**config.mk**
```make
export PLATFORM = sky130hd
export DESIGN_NAME = ec_err_seq_5l
export DESIGN_NICKNAME = d
export VERILOG_FILES = /design/src/rtl/ec_pkg.sv /design/src/rtl/ec_sat_cnt16.sv /design/src/rtl/ec_err_seq_5l.sv
export SDC_FILE = /design/constraint.sdc
export NUM_CORES = 1
export LEC_CHECK = 0
export BUFFER_PORTS_ARGS = -buffer_cell sky130_fd_sc_hd__buf_2
export CAP_MARGIN = 20
export CORE_MARGIN = 2
export CORE_UTILIZATION = 49
export DETAILED_ROUTE_END_ITERATION = 8
export PLACE_DENSITY = 0.84
export SYNTH_ARGS = -nofsm -noshare
export SYNTH_HDL_FRONTEND = slang
export SYNTH_SLANG_ARGS = --single-unit
```
**constraint.sdc**
```tcl
create_clock -name clk -period 1.7 [get_ports clk]
set_input_delay 0.085 -clock clk [delete_from_list [all_inputs] [get_ports clk]]
set_output_delay 0.085 -clock clk [all_outputs]
set_load 0.05 [all_outputs]
```
**src/rtl/ec_pkg.sv**
```systemverilog
// rtl/ec_pkg.sv - shared types and constants for the error-check sequencer
package ec_pkg;

    localparam int EC_CNT_W = 16;

    typedef enum logic [2:0] {
        ST_IDLE,
        ST_ISSUE,
        ST_WAIT,
        ST_EVAL,
        ST_HOLD
    } ec_state_t;

    localparam logic [1:0] EC_RES_CLEAN = 2'b00;
    localparam logic [1:0] EC_RES_CORR  = 2'b01;
    localparam logic [1:0] EC_RES_FAIL  = 2'b10;

endpackage

```
**src/rtl/ec_sat_cnt16.sv**
```systemverilog
// rtl/ec_sat_cnt16.sv - event counter that sticks at all-ones instead of wrapping
module ec_sat_cnt16
    import ec_pkg::*;
#(
    parameter logic [EC_CNT_W-1:0] INIT = '0
) (
    input  logic                clk,
    input  logic                rst_n,
    input  logic                inc,
    output logic [EC_CNT_W-1:0] count
);

    localparam logic [EC_CNT_W-1:0] ONE = {{(EC_CNT_W-1){1'b0}}, 1'b1};

    always_ff @(posedge clk or negedge rst_n) begin
        if (!rst_n) begin
            count <= INIT;
        end else if (inc && (count != '1)) begin
            count <= count + ONE;
        end
    end

endmodule

```
**src/rtl/ec_err_seq_5l.sv**
```systemverilog
// rtl/ec_err_seq_5l.sv - sequences one detector pass per check request, retries
// malfunctions and holds a verdict until the consumer takes it
module ec_err_seq_5l
    import ec_pkg::*;
#(
    parameter int                  DET_LAT   = 6,
    parameter int                  MAX_RETRY = 3,
    parameter logic [EC_CNT_W-1:0] NORM_INIT = '0,
    parameter logic [EC_CNT_W-1:0] FAIL_INIT = '0
) (
    input  logic                clk,
    input  logic                rst_n,
    input  logic                chk_req,
    output logic                chk_rdy,
    output logic                det_go,
    input  logic                dig_norm_err,
    input  logic                dig_malf_err,
    input  logic                dig_uncor_err,
    output logic                res_valid,
    input  logic                res_ready,
    output logic [1:0]          res_code,
    output logic [2:0]          retry_cnt,
    output logic [EC_CNT_W-1:0] norm_cnt,
    output logic [EC_CNT_W-1:0] fail_cnt,
    output logic                busy
);

    ec_state_t  state;
    logic [3:0] lat_cnt;
    logic       retry_ok;
    logic       norm_inc;
    logic       fail_inc;

    assign retry_ok = retry_cnt < 3'(MAX_RETRY);
    assign norm_inc = (state == ST_EVAL) && !dig_uncor_err && !dig_malf_err && dig_norm_err;
    assign fail_inc = (state == ST_EVAL) && (dig_uncor_err || (dig_malf_err && !retry_ok));

    always_ff @(posedge clk or negedge rst_n) begin
        if (!rst_n) begin
            state     <= ST_IDLE;
            lat_cnt   <= '0;
            chk_rdy   <= 1'b0;
            det_go    <= 1'b0;
            res_valid <= 1'b0;
            res_code  <= EC_RES_CLEAN;
            retry_cnt <= '0;
            busy      <= 1'b0;
        end else begin
            case (state)
                ST_IDLE: begin
                    if (chk_req && chk_rdy) begin
                        state     <= ST_ISSUE;
                        chk_rdy   <= 1'b0;
                        det_go    <= 1'b1;
                        busy      <= 1'b1;
                        retry_cnt <= '0;
                    end else begin
                        chk_rdy <= 1'b1;
                    end
                end
                // lat_cnt holds the detector cycles still outstanding after this one
                ST_ISSUE: begin
                    det_go  <= 1'b0;
                    lat_cnt <= 4'(DET_LAT - 1);
                    state   <= (DET_LAT == 1) ? ST_EVAL : ST_WAIT;
                end
                ST_WAIT: begin
                    lat_cnt <= lat_cnt - 4'd1;
                    if (lat_cnt == 4'd1) begin
                        state <= ST_EVAL;
                    end
                end
                ST_EVAL: begin
                    if (dig_malf_err && !dig_uncor_err && retry_ok) begin
                        retry_cnt <= retry_cnt + 3'd1;
                        det_go    <= 1'b1;
                        state     <= ST_ISSUE;
                    end else begin
                        state     <= ST_HOLD;
                        res_valid <= 1'b1;
                        if (fail_inc) begin
                            res_code <= EC_RES_FAIL;
                        end else if (norm_inc) begin
                            res_code <= EC_RES_CORR;
                        end else begin
                            res_code <= EC_RES_CLEAN;
                        end
                    end
                end
                ST_HOLD: begin
                    if (res_ready) begin
                        state     <= ST_IDLE;
                        res_valid <= 1'b0;
                        busy      <= 1'b0;
                        chk_rdy   <= 1'b1;
                    end
                end
                default: state <= ST_IDLE;
            endcase
        end
    end

    ec_sat_cnt16 #(.INIT(NORM_INIT)) u_norm_cnt (
        .clk   (clk),
        .rst_n (rst_n),
        .inc   (norm_inc),
        .count (norm_cnt)
    );

    ec_sat_cnt16 #(.INIT(FAIL_INIT)) u_fail_cnt (
        .clk   (clk),
        .rst_n (rst_n),
        .inc   (fail_inc),
        .count (fail_cnt)
    );

endmodule

```
---- After elaboration in Yosys (flattened, before gate mapping) ----
Index checks and enable logic that the tools add are counted.
operators by class
  reduce and logical (&&, ||, !) cells .... 27
  $lt $le $gt $ge ......................... 1
  shift-type cells ........................ 0
  mux-type cells .......................... 21
  equality and inequality tests ........... 12
  multiply operators ...................... 0
  bitwise logic cells ..................... 1
  divide/modulo/power cells ............... 0
  add/subtract/negate cells ............... 4
operators with widths
  kind                   count
  $add 16x1->16 const B  2
  $ne 16x16->1 const B   2
  $mux 3                 6
  $pmux 3 s5             1
  $reduce_and 3->1       5
  $logic_and 1x1->1      10
  $ne 2x2->1 const B     4
  $pmux 4 s2             1
  $reduce_bool 2->1      4
  $mux 1                 7
  $eq 3x2->1 const B     2
  $pmux 1 s2             3
  $pmux 3 s2             1
  $eq 4x1->1 const B     1
  $reduce_and 2->1       2
  $sub 4x1->4 const B    1
  $add 3x1->3 const B    1
  $eq 3x1->1 const B     1
  $eq 3x3->1 const B     1
  $logic_not 1->1        3
  $logic_not 3->1        1
  $lt 3x2->1 const B     1
  $pmux 1 s3             1
  $reduce_bool 3->1      1
  other kinds (4)        4
word-level totals
  bits in latches ......................... 0
  output and inout bits ................... 41
  ROM bits ................................ 0
  register bits ........................... 48
  RAM bits ................................ 0
  memories ................................ 0
  input bits .............................. 7

---- Longest topological paths before layout ----
Gate-level depths: netlist of run 1.
  depth in word-level cells ............... 6
  depth in mapped cells ................... 7
  depth with buffers taken out ............ 6

---- Hierarchy ----
A second synthesis of run 1 with hierarchy kept.
second synthesis, totals
  cells, all modules ...................... 240
  area total of the unflattened synthesis .. 2650.0 µm²
by module, submodules not included
  module         area each (µm²)  cells each  instances  sequential area each (µm²)
  ec_sat_cnt16   859.6            72          2          400.4
  ec_err_seq_5l  930.9            96          1          400.4

---- Worst setup path before layout of run 1 ----
No wires, ideal clock.
  kind .................................... register to register
  start point ............................. register u_norm_cnt.count[0]
  end point ............................... register u_norm_cnt.count[1]
  stages on the path, launching flop included .. 6
  data arrival time ....................... 1926 ps
  path slack .............................. -354 ps
  period minus slack after synthesis ...... 2054 ps
  path buffers ............................ 0
  setup time .............................. 128 ps
  cell sequence ........................... dfrtp_1 -> ha_1 -> nand3_1 -> nor4b_4 -> nor2_2 -> mux2_1
on the way
  cells in the longest elaborated chain, start to end .. 2
  elaborated cells on any way between the ends .. 3
  classes of those cells .................. 1 x add/sub; 1 x eq/ne; 1 x reduce/logical
RTL lines
  element                                                                RTL line            source
  start: declaration                                                     ec_sat_cnt16.sv:10  output logic [EC_CNT_W-1:0] count
  start signal: assignment                                               ec_sat_cnt16.sv:19  count <= count + ONE;
  parallel branches: the longest is 2 deep, another holds $add 16x1->16  --
Parallel ways; which one is timed is not known.
A chain may end at the register's enable or synchronous reset.

---- Worst setup path after layout of run 1 ----
  start point ............................. register retry_cnt[0]
  end point ............................... register u_fail_cnt.count[1]
on the way
  cells in the longest elaborated chain, start to end .. 6
RTL lines
  element                   RTL line             source
  start: declaration        ec_err_seq_5l.sv:22  output logic [2:0] retry_cnt,
  start signal: assignment  ec_err_seq_5l.sv:75  retry_cnt <= retry_cnt + 3'd1;
  $lt 3x2->1                ec_err_seq_5l.sv:34  assign retry_ok = retry_cnt < 3'(MAX_RETRY);
  $logic_not 1->1           ec_err_seq_5l.sv:36  assign fail_inc = (state == ST_EVAL) && (dig_uncor_err || (dig_malf_err && !retry_ok));
  $logic_and 1x1->1         ec_err_seq_5l.sv:36
  $logic_or 1x1->1          ec_err_seq_5l.sv:36
  $logic_and 1x1->1         ec_err_seq_5l.sv:36
  $logic_and 1x1->1         ec_sat_cnt16.sv:18   end else if (inc && (count != '1)) begin
  end signal: assignment    ec_sat_cnt16.sv:19
  end: declaration          ec_sat_cnt16.sv:10
Every way passes these cells.

==> impl_metrics.tcl, run 1 <==
set metrics [dict create \
    status "finished, final reports clean" \
    grt_max_degree 29 \
    regArea_mm2 0.00124 \
    yosysSeqAreaShare_pct 48.4 \
    io_buffers 47 \
    synth.area.top_cells "dfrtp_1 (48%), xor2_1 (8.1%), nor3_1 (3.8%), ha_1 (2.5%), nand3_1 (2.4%)" \
    synth_edf_count 0 \
    die_x_um 75.1 \
    mostFrequentLayoutCells "buf_2 (47), dfrtp_2 (34), xor2_1 (23)" \
    vdd.ir_drop.worst_uv 987 \
    track_usage_pct 20.2 \
    start_util_pct 51.5 \
    synthCells 235 \
    cp_slowest_cell "dfrtp_2" \
    synthFlopType "dfrtp_1" \
    placeableCoreArea_mm2 0.00482 \
    powerDensity_mw_per_mm2 1200 \
    placed_cell_area_mm2 0.00300 \
    setup-tns-final_ns 0 \
    antenna_left 0 \
    drv_slew 0 \
    cts_buffer_depth 2 \
    critPathMaxStageDelay_ns 0.43 \
    synth_seq_cells 48 \
    syn-cell-area_mm2 0.00248 \
    dp_hpwl_mm 3.87 \
    worstSkewPairLatency_ns 0.30 \
    fin_nets 314 \
    die_area_mm2 0.00565 \
    worstPathRequired_ns 1.89 \
    rows 25 \
    grt_antenna_before_repair 0 \
    fill_cells 422 \
    grt_pass1_wl_mm 8.84 \
    place_congestion 0.839 \
    fin_util_pct 65.2 \
    via_count 2013 \
    p_leak_uw 0.00152 \
    die_y_um 75.1 \
    period_share_pct 95.0 \
    pre_cts_ws_ns 0.0878 \
    path_buf_inv 1 \
    drt-initial-drc-count 85 \
    crit_chain "and3_1 > o21ai_2 > buf_4 > nor2_2 > mux2_4" \
    synth_fp_nets 247 \
    arrival_ns 1.80 \
    critPathLaunchType "flip-flop" \
    clk_root_buffer_cell "clkbuf_8" \
    cts_sinks 48 \
    cts_tree "built" \
    drive_gt1_share_pct 44.6 \
    clkTransAtPathRegs_ns 0.09 \
    async_flop_share_pct 100 \
    grt_overflow_total 0 \
    multi_input_area_mm2 0.00130 \
    finalCriticalPeriod_ns 1.62 \
    via_per_inst 5.44 \
    io-pin-count 48 \
    report.final.hold_viol_count 0 \
    wire_per_inst_um 14.2 \
    area_delta_synth_final_pct 26.7 \
    final_common_cell "buf_2" \
    synth_cell_types 50 \
    drcViolationCount 0 \
    crit_type "reg -> reg" \
    fin_area_mm2 0.00314 \
    worstMarginPinSlew_ns 0.498 \
    routed_wl_mm 5.24 \
    hold_path.class "in -> reg" \
    avgSynthCellArea_um2 10.6 \
    cts_max_level 2 \
    rsz0062_at_grt "true" \
    timing.final.ws_setup_ns 0.0848 \
    fmax_mhz 619 \
    slew_headroom_pct 66.8 \
    endpoint_kind "flip-flop" \
    crit_family "flip-flops" \
    worstPathMaxFanout 9 \
    yosysWarnings 0 \
    drv_cap 0 \
    synth_top_area_share_pct 48.4 \
    diodes 0 \
    cts_buffers 5 \
    synth_top_area_cell "dfrtp_1" \
    grt_pass1_vias 1958 \
    setup_violations 0 \
    firstDrtPassIters 4 \
    skew_ns 0.0117 \
]
[registers in the layout, indices dropped and copies added, names as in the netlist]
| name | flops |
|---|---|
| u_fail_cnt.count | 16 |
| res_code | 2 |
| u_norm_cnt.count | 16 |
| det_go | 1 |
| retry_cnt | 3 |
| busy | 1 |
| res_valid | 1 |
| chk_rdy | 1 |
| lat_cnt | 4 |
| state | 3 |
[per-stage QoR]
step / std cells / hold slack, ns / power [uW]
6_report: 370 / 0.0787 / 3770
3_5_place_dp: 359 / 0.0897 / 3060
3_3_place_gp: 359 / 0.0858 / 3000
5_1_grt: 370 / 0.120 / 4000
4_1_cts: 368 / 0.0737 / 3800
2_1_floorplan: 235 / -0.211 / 2670
[kinds of logic (layout without fill, tap and decap cells)]
kind of cell	Yosys count	after routing	share of synthesized area (%)
muxes	7	7	3.28
buffers and inverters	13	81	2.78
adders and majority gates	5	5	2.52
xor gates and xnor gates	26	26	9.18
AOI/OAI and AO/OA	34	34	8.68
and+or+nand+nor	102	102	25.1
DFF	48	48	48.4
[cell usage after synthesis (2+ instances only)]
cell type  number
nor4b_1         3
and4_1          2
dfrtp_1        48
mux2_2          4
xor2_1         23
nor4_2          3
clkbuf_1        2
nor3_1         19
and3_1          3
ha_1            5
nor4_1          4
nand2b_1        2
a31oi_1         4
nand4_2         2
buf_6           2
nand3_1        12
a21oi_1        11
a21o_1          2
inv_1           7
nor3b_1         2
a22o_1          2
xnor2_1         3
o21ai_0         7
nor2_2          2
nand4_1         9
nor2_1         13
nand2_1        16
[final timing paths]
check                                       to  slack (ns)  cells past startpoint                 from
max reg2reg                u_fail_cnt.count[1]        0.08                      5         retry_cnt[0]
max                        u_fail_cnt.count[1]        0.08                      5         retry_cnt[0]
max in group asynchronous  u_fail_cnt.count[8]        0.88                      3                rst_n
min in group asynchronous  u_norm_cnt.count[5]        0.29                      2                rst_n
min                                       busy        0.08                      4            res_ready
min reg2reg                u_norm_cnt.count[7]        0.47                      1  u_norm_cnt.count[7]
[routing by layer]
metal	up-vias	GRT usage, %	wire length [um]
li1	994	-	-
met1	966	28.1	2430
met2	49	31.3	2520
met3	4	4.15	233
met4	0	7.60	59
met5	-	0	0
[worst reg2reg max path, cell delays in order, from the launching register on]
cell and delay [ns]:
dfrtp_2 0.43, and3_1 0.19, o21ai_2 0.35, buf_4 0.19, nor2_2 0.05, mux2_4 0.31
[final cells by class]
type	count	area share, %
well taps	67	2.67
repair buffers	66	12.5
multi-input cells	174	41.2
inverters	7	0.836
flip-flops and latches	48	39.6
clock buffers	8	3.18
[power breakdown]
group          internal [uW]  switching, uW  leakage [uW]
Combinational            506            955      0.000900
Sequential              1350            227      0.000572
Clock                    371            356     0.0000515
Total                   2230           1540       0.00152
[repair_timing]
item	4_1_cts	5_1_grt
setup endpoints to repair	0	6
gates resized for setup	0	3
hold buffers	1	0
buffers inserted	0	2
endpoints found under the hold margin	20	0
No activity file was read; power rests on OpenSTA's default activity.
==> run 2, diff against run 1 <==
- CELL_PAD_IN_SITES_DETAIL_PLACEMENT: default -> 1
- CELL_PAD_IN_SITES_GLOBAL_PLACEMENT: default -> 2
- CORE_UTILIZATION: 49 -> 31
- MAX_ROUTING_LAYER: default -> met4
- PLACE_DENSITY: 0.84 -> 0.83
==> run 2 against run 1 <==
Compared with the run above:
- via count up 2.8%
- core utilization down 23 points
- non-clock buffer count up 5
- clock skew down 0.0017 ns
- die area up 55%
- global-route usage down 4.3 points
- register-to-register slack about the same
- first-iteration DRC count down 29%
- critical path depth unchanged
- sequential power about the same
- sequential share of layout area down 1.5 points
- critical path type unchanged
- highest routed layer unchanged
==> impl_metrics.tcl, run 2 (same netlist as run 1, synthesis figures left out) <==
set metrics [dict create \
    status "finished, final reports clean" \
    crit_family "flip-flops" \
    endpoint_kind "flip-flop" \
    wire_per_inst_um 15.4 \
    p_leak_uw 0.00157 \
    dp_hpwl_mm 4.68 \
    worstPathRequired_ns 1.89 \
    rr_endpoint "u_fail_cnt.count[1]" \
    cp_slowest_cell "dfrtp_2" \
    post-place-cells 396 \
    r2r_setup_slack_ns 0.09 \
    worstPathMaxFanout 8 \
    rsz0062_at_grt "false" \
    grt_pass1_wl_mm 10.7 \
    final_common_cell "buf_2" \
    drv_cap 0 \
    diodes 0 \
    clk_root_buffer_cell "clkbuf_8" \
    vdd.ir_drop.worst_uv 663 \
    antenna_left 0 \
    cts_max_level 2 \
    grt_antenna_before_repair 0 \
    fill_cells 888 \
    critPathMaxStageDelay_ns 0.44 \
    grt_max_degree 35 \
    fin_area_mm2 0.00326 \
    grt_pass1_vias 2109 \
    cts_tree "built" \
    hold_path.class "in -> reg" \
    worstMarginPinSlew_ns 0.387 \
    area_delta_synth_final_pct 31.6 \
    pre_cts_ws_ns 0.0101 \
    report.final.hold_viol_count 0 \
    fmax_mhz 620 \
    arrival_ns 1.80 \
    power_uw 4080 \
    firstDrtPassIters 4 \
    io_buffers 47 \
    start_util_pct 32.1 \
    finalCriticalPeriod_ns 1.61 \
    rows 32 \
    via_count 2070 \
    placeableCoreArea_mm2 0.00773 \
    hp-start "res_ready" \
    r2r_start "retry_cnt[1]" \
    period_share_pct 94.8 \
    powerDensity_mw_per_mm2 1250 \
    crit_type "reg -> reg" \
    timing.final.ws_setup_ns 0.0878 \
    drv_slew 0 \
    track_usage_pct 15.9 \
    skew_ns 0.00997 \
    grt_overflow_total 0 \
    fin_nets 319 \
    hold_depth 4 \
    cts_buffers 5 \
    reg_top3 "u_fail_cnt.count x16, u_norm_cnt.count x16, lat_cnt x4" \
    drive_gt1_share_pct 45.8 \
    mostFrequentLayoutCells "buf_2 (47), dfrtp_2 (34), xor2_1 (23)" \
    cts_sinks 48 \
    rr_worst_depth 5 \
    final_cells 410 \
    slew_headroom_pct 74.2 \
    path_buf_inv 1 \
    clkTransAtPathRegs_ns 0.09 \
    setup_violations 0 \
    io-pin-count 48 \
    routed_wl_mm 6.30 \
    placed_cell_area_mm2 0.00306 \
    hold_end "busy" \
    crit_cells 5 \
    die_x_um 93.4 \
    die_y_um 93.4 \
    critPathLaunchType "flip-flop" \
    drcViolationCount 0 \
    crit_chain "and3_1 > o21ai_4 > buf_4 > nor2_2 > mux2_4" \
    cts_buffer_depth 2 \
    worstSkewPairLatency_ns 0.30 \
    die_area_mm2 0.00873 \
    place_congestion 0.747 \
    via_per_inst 5.05 \
    drt-initial-drc-count 60 \
]
[run 2: routing by layer]
metal  global-route usage [%]  wire length [um]  vias to the layer above
met2                     24.8              3020                       38
met4                     4.41                72                        0
met5                        -                 0                        -
met1                     21.6              3000                     1028
li1                         -                 -                      999
met3                     2.50               215                        5
[run 2: worst reg2reg max path: cells and delay by family (launching register included)]
family / cells / cell delay, ns
DFF: 1 / 0.44
AOI/OAI and AO/OA: 1 / 0.30
muxes: 1 / 0.29
and+or+nand+nor: 2 / 0.27
buffers and inverters: 1 / 0.20
[run 2: how the worst max path moves through the flow]
stage	startpoint	to	slack [ns]
after global routing	u_norm_cnt.count[1]	u_norm_cnt.count[12]	0.003
after CTS	retry_cnt[1]	u_fail_cnt.count[1]	-0.005
final	retry_cnt[1]	u_fail_cnt.count[1]	0.09
after global placement	retry_cnt[1]	u_fail_cnt.count[1]	0.07
after floorplan	u_norm_cnt.count[0]	u_norm_cnt.count[1]	-0.08
after detailed placement	state[2]	u_fail_cnt.count[15]	0.01
[run 2: repair_timing]
action,4_1_cts,5_1_grt
hold buffers,1,0
pin swaps,0,5
hold endpoints to repair,14,0
cloned,0,0
buffers inserted,0,5
setup endpoints to repair,2,9
resized for setup,2,3
[run 2: through the flow]
| step | hold slack, ns | TNS (ns) | utilization, % |
|---|---|---|---|
| floorplan | -0.211 | -0.129 | - |
| global placement | 0.0269 | 0 | 39.6 |
| detailed placement | 0.0314 | 0 | 39.6 |
| CTS | 0.0697 | -0.00531 | 41.6 |
| global route | 0.0853 | 0 | 42.2 |
| finish | 0.0759 | 0 | 42.2 |
[run 2: layout make-up]
class	count	area, um2	area share (%)
clock buffer	7	96.3	2.95
multi-input combinational	174	1310	40.1
timing repair buffer	71	430	13.2
clock inverter	1	30.0	0.920
sequential	48	1240	38.1
inverter	7	26.3	0.805
tap	102	128	3.91
[run 2: power by group]
group          switching [uW]  leakage (uW)  total [uW]  internal (uW)
Sequential                219      0.000572        1570           1350
Clock                     395     0.0000645         914            519
Combinational            1010      0.000929        1590            580
Total                    1630       0.00157        4080           2450
==> run 3, diff against run 2 <==
- MAX_ROUTING_LAYER: met4 -> default
==> run 3 against run 2 <==
Compared with the run above:
- worst hold slack is essentially flat
- final cell count did not move
- critical endpoint unchanged
- largest power group unchanged
- global-route usage decreased by 0.39 points
- core utilization unchanged
- highest routed layer unchanged
- critical path depth is the same
- sequential power barely moved
==> impl_metrics.tcl, run 3 (same netlist as run 1, synthesis figures left out) <==
set metrics [dict create \
    track_usage_pct 15.5 \
    via_per_inst 5.04 \
    slew_headroom_pct 74.2 \
    powerDensity_mw_per_mm2 1250 \
    clkTransAtPathRegs_ns 0.09 \
    setup-tns-final_ns 0 \
    startpoint "retry_cnt[1]" \
    finalCriticalPeriod_ns 1.61 \
    drive_gt1_share_pct 45.8 \
    period_share_pct 94.8 \
    antenna_left 0 \
    area_delta_synth_final_pct 31.6 \
    place_congestion 0.738 \
    drv_slew 0 \
    die_x_um 93.4 \
    worstSkewPairLatency_ns 0.31 \
    crit_type "reg -> reg" \
    cts_sinks 48 \
    status "finished, final reports clean" \
    grt_max_degree 35 \
    grt_antenna_before_repair 0 \
    wire_per_inst_um 15.4 \
    r2r_setup_slack_ns 0.09 \
    cts_buffer_depth 2 \
    clk_root_buffer_cell "clkbuf_8" \
    drt-initial-drc-count 58 \
    grt_pass1_wl_mm 10.7 \
    worstPathRequired_ns 1.89 \
    rr_endpoint "u_fail_cnt.count[1]" \
    regArea_mm2 0.00124 \
    rr_worst_depth 5 \
    worstPathMaxFanout 8 \
    final_common_cell "buf_2" \
    report.final.hold_viol_count 0 \
    endpoint_kind "flip-flop" \
    cp_slowest_cell "dfrtp_2" \
    rsz0062_at_grt "false" \
    critPathMaxStageDelay_ns 0.44 \
    grt_pass1_vias 2106 \
    diodes 0 \
    worstMarginPinSlew_ns 0.387 \
    cts_buffers 5 \
    multi_input_area_mm2 0.00131 \
    hp-start "res_ready" \
    rows 32 \
    mostFrequentLayoutCells "buf_2 (47), dfrtp_2 (34), xor2_1 (23)" \
    fin_util_pct 42.2 \
    critPathLaunchType "flip-flop" \
    skew_ns 0.0101 \
    hold_depth 4 \
    reg_top3 "u_fail_cnt.count x16, u_norm_cnt.count x16, lat_cnt x4" \
    placeableCoreArea_mm2 0.00773 \
    io_buffers 47 \
    die_area_mm2 0.00873 \
    drv_cap 0 \
    cts_max_level 2 \
    dp_hpwl_mm 4.68 \
    hold_path.class "in -> reg" \
    vdd.ir_drop.worst_uv 663 \
    whs_ns 0.0757 \
    drcViolationCount 0 \
    via_count 2066 \
    p_leak_uw 0.00157 \
    die_y_um 93.4 \
    fin_nets 319 \
    arrival_ns 1.80 \
    hold_end "busy" \
    start_util_pct 32.1 \
    power_uw 4080 \
    r2r_start "retry_cnt[1]" \
    grt_overflow_total 0 \
    crit_chain "and3_1 > o21ai_4 > buf_4 > nor2_2 > mux2_4" \
    io-pin-count 48 \
    setup_violations 0 \
    fill_cells 888 \
    routed_wl_mm 6.30 \
    firstDrtPassIters 4 \
    cts_tree "built" \
    fmax_mhz 620 \
]
[run 3: worst max-delay path by stage]
stage | end
finish | u_fail_cnt.count[1]
global route | u_norm_cnt.count[12]
CTS | u_fail_cnt.count[1]
detailed placement | u_fail_cnt.count[15]
global placement | u_fail_cnt.count[1]
floorplan | u_norm_cnt.count[1]
[run 3: layout make-up]
cell class / instances / area share [%]
well taps: 102 / 3.91
clock inverters: 1 / 0.920
clock buffers: 7 / 2.95
repair buffers: 71 / 13.2
flip-flops and latches: 48 / 38.1
inverters: 7 / 0.805
multi-input cells: 174 / 40.1
[run 3: critical path, delay by kind of cell (launching register included)]
family	cells	cell delay [ns]
buf+inv	1	0.20
mux	1	0.29
flops	1	0.44
compound gates	1	0.30
simple gates	2	0.26
[run 3: report_power, final]
group	internal [uW]	total (uW)	leakage, uW	switching [uW]
Sequential	1350	1570	0.000572	219
Clock	520	917	0.0000645	397
Combinational	580	1590	0.000929	1010
Total	2450	4080	0.00157	1630
[run 3: routing by layer]
layer,wire [um],global-route usage [%]
met3,192,2.50
met4,75,4.41
met5,0,0
met1,3020,21.7
met2,3020,24.8
[run 3: per-stage QoR]
stage | instance area (um2) | setup slack (ns) | std cells
after floorplan | 2590 | -0.0810 | 235
after global placement | 3060 | 0.0675 | 396
after detailed placement | 3060 | 0.0101 | 396
after CTS | 3210 | -0.00531 | 405
after global routing | 3260 | 0.00320 | 410
final | 3260 | 0.0878 | 410
[run 3: repair_timing]
| item | in CTS | in global routing |
|---|---|---|
| endpoints found under the hold margin | 14 | 0 |
| gates resized for setup | 2 | 3 |
| buffers inserted | 0 | 5 |
| hold buffers | 1 | 0 |
| pin swaps | 0 | 5 |
| setup endpoints to repair | 2 | 9 |
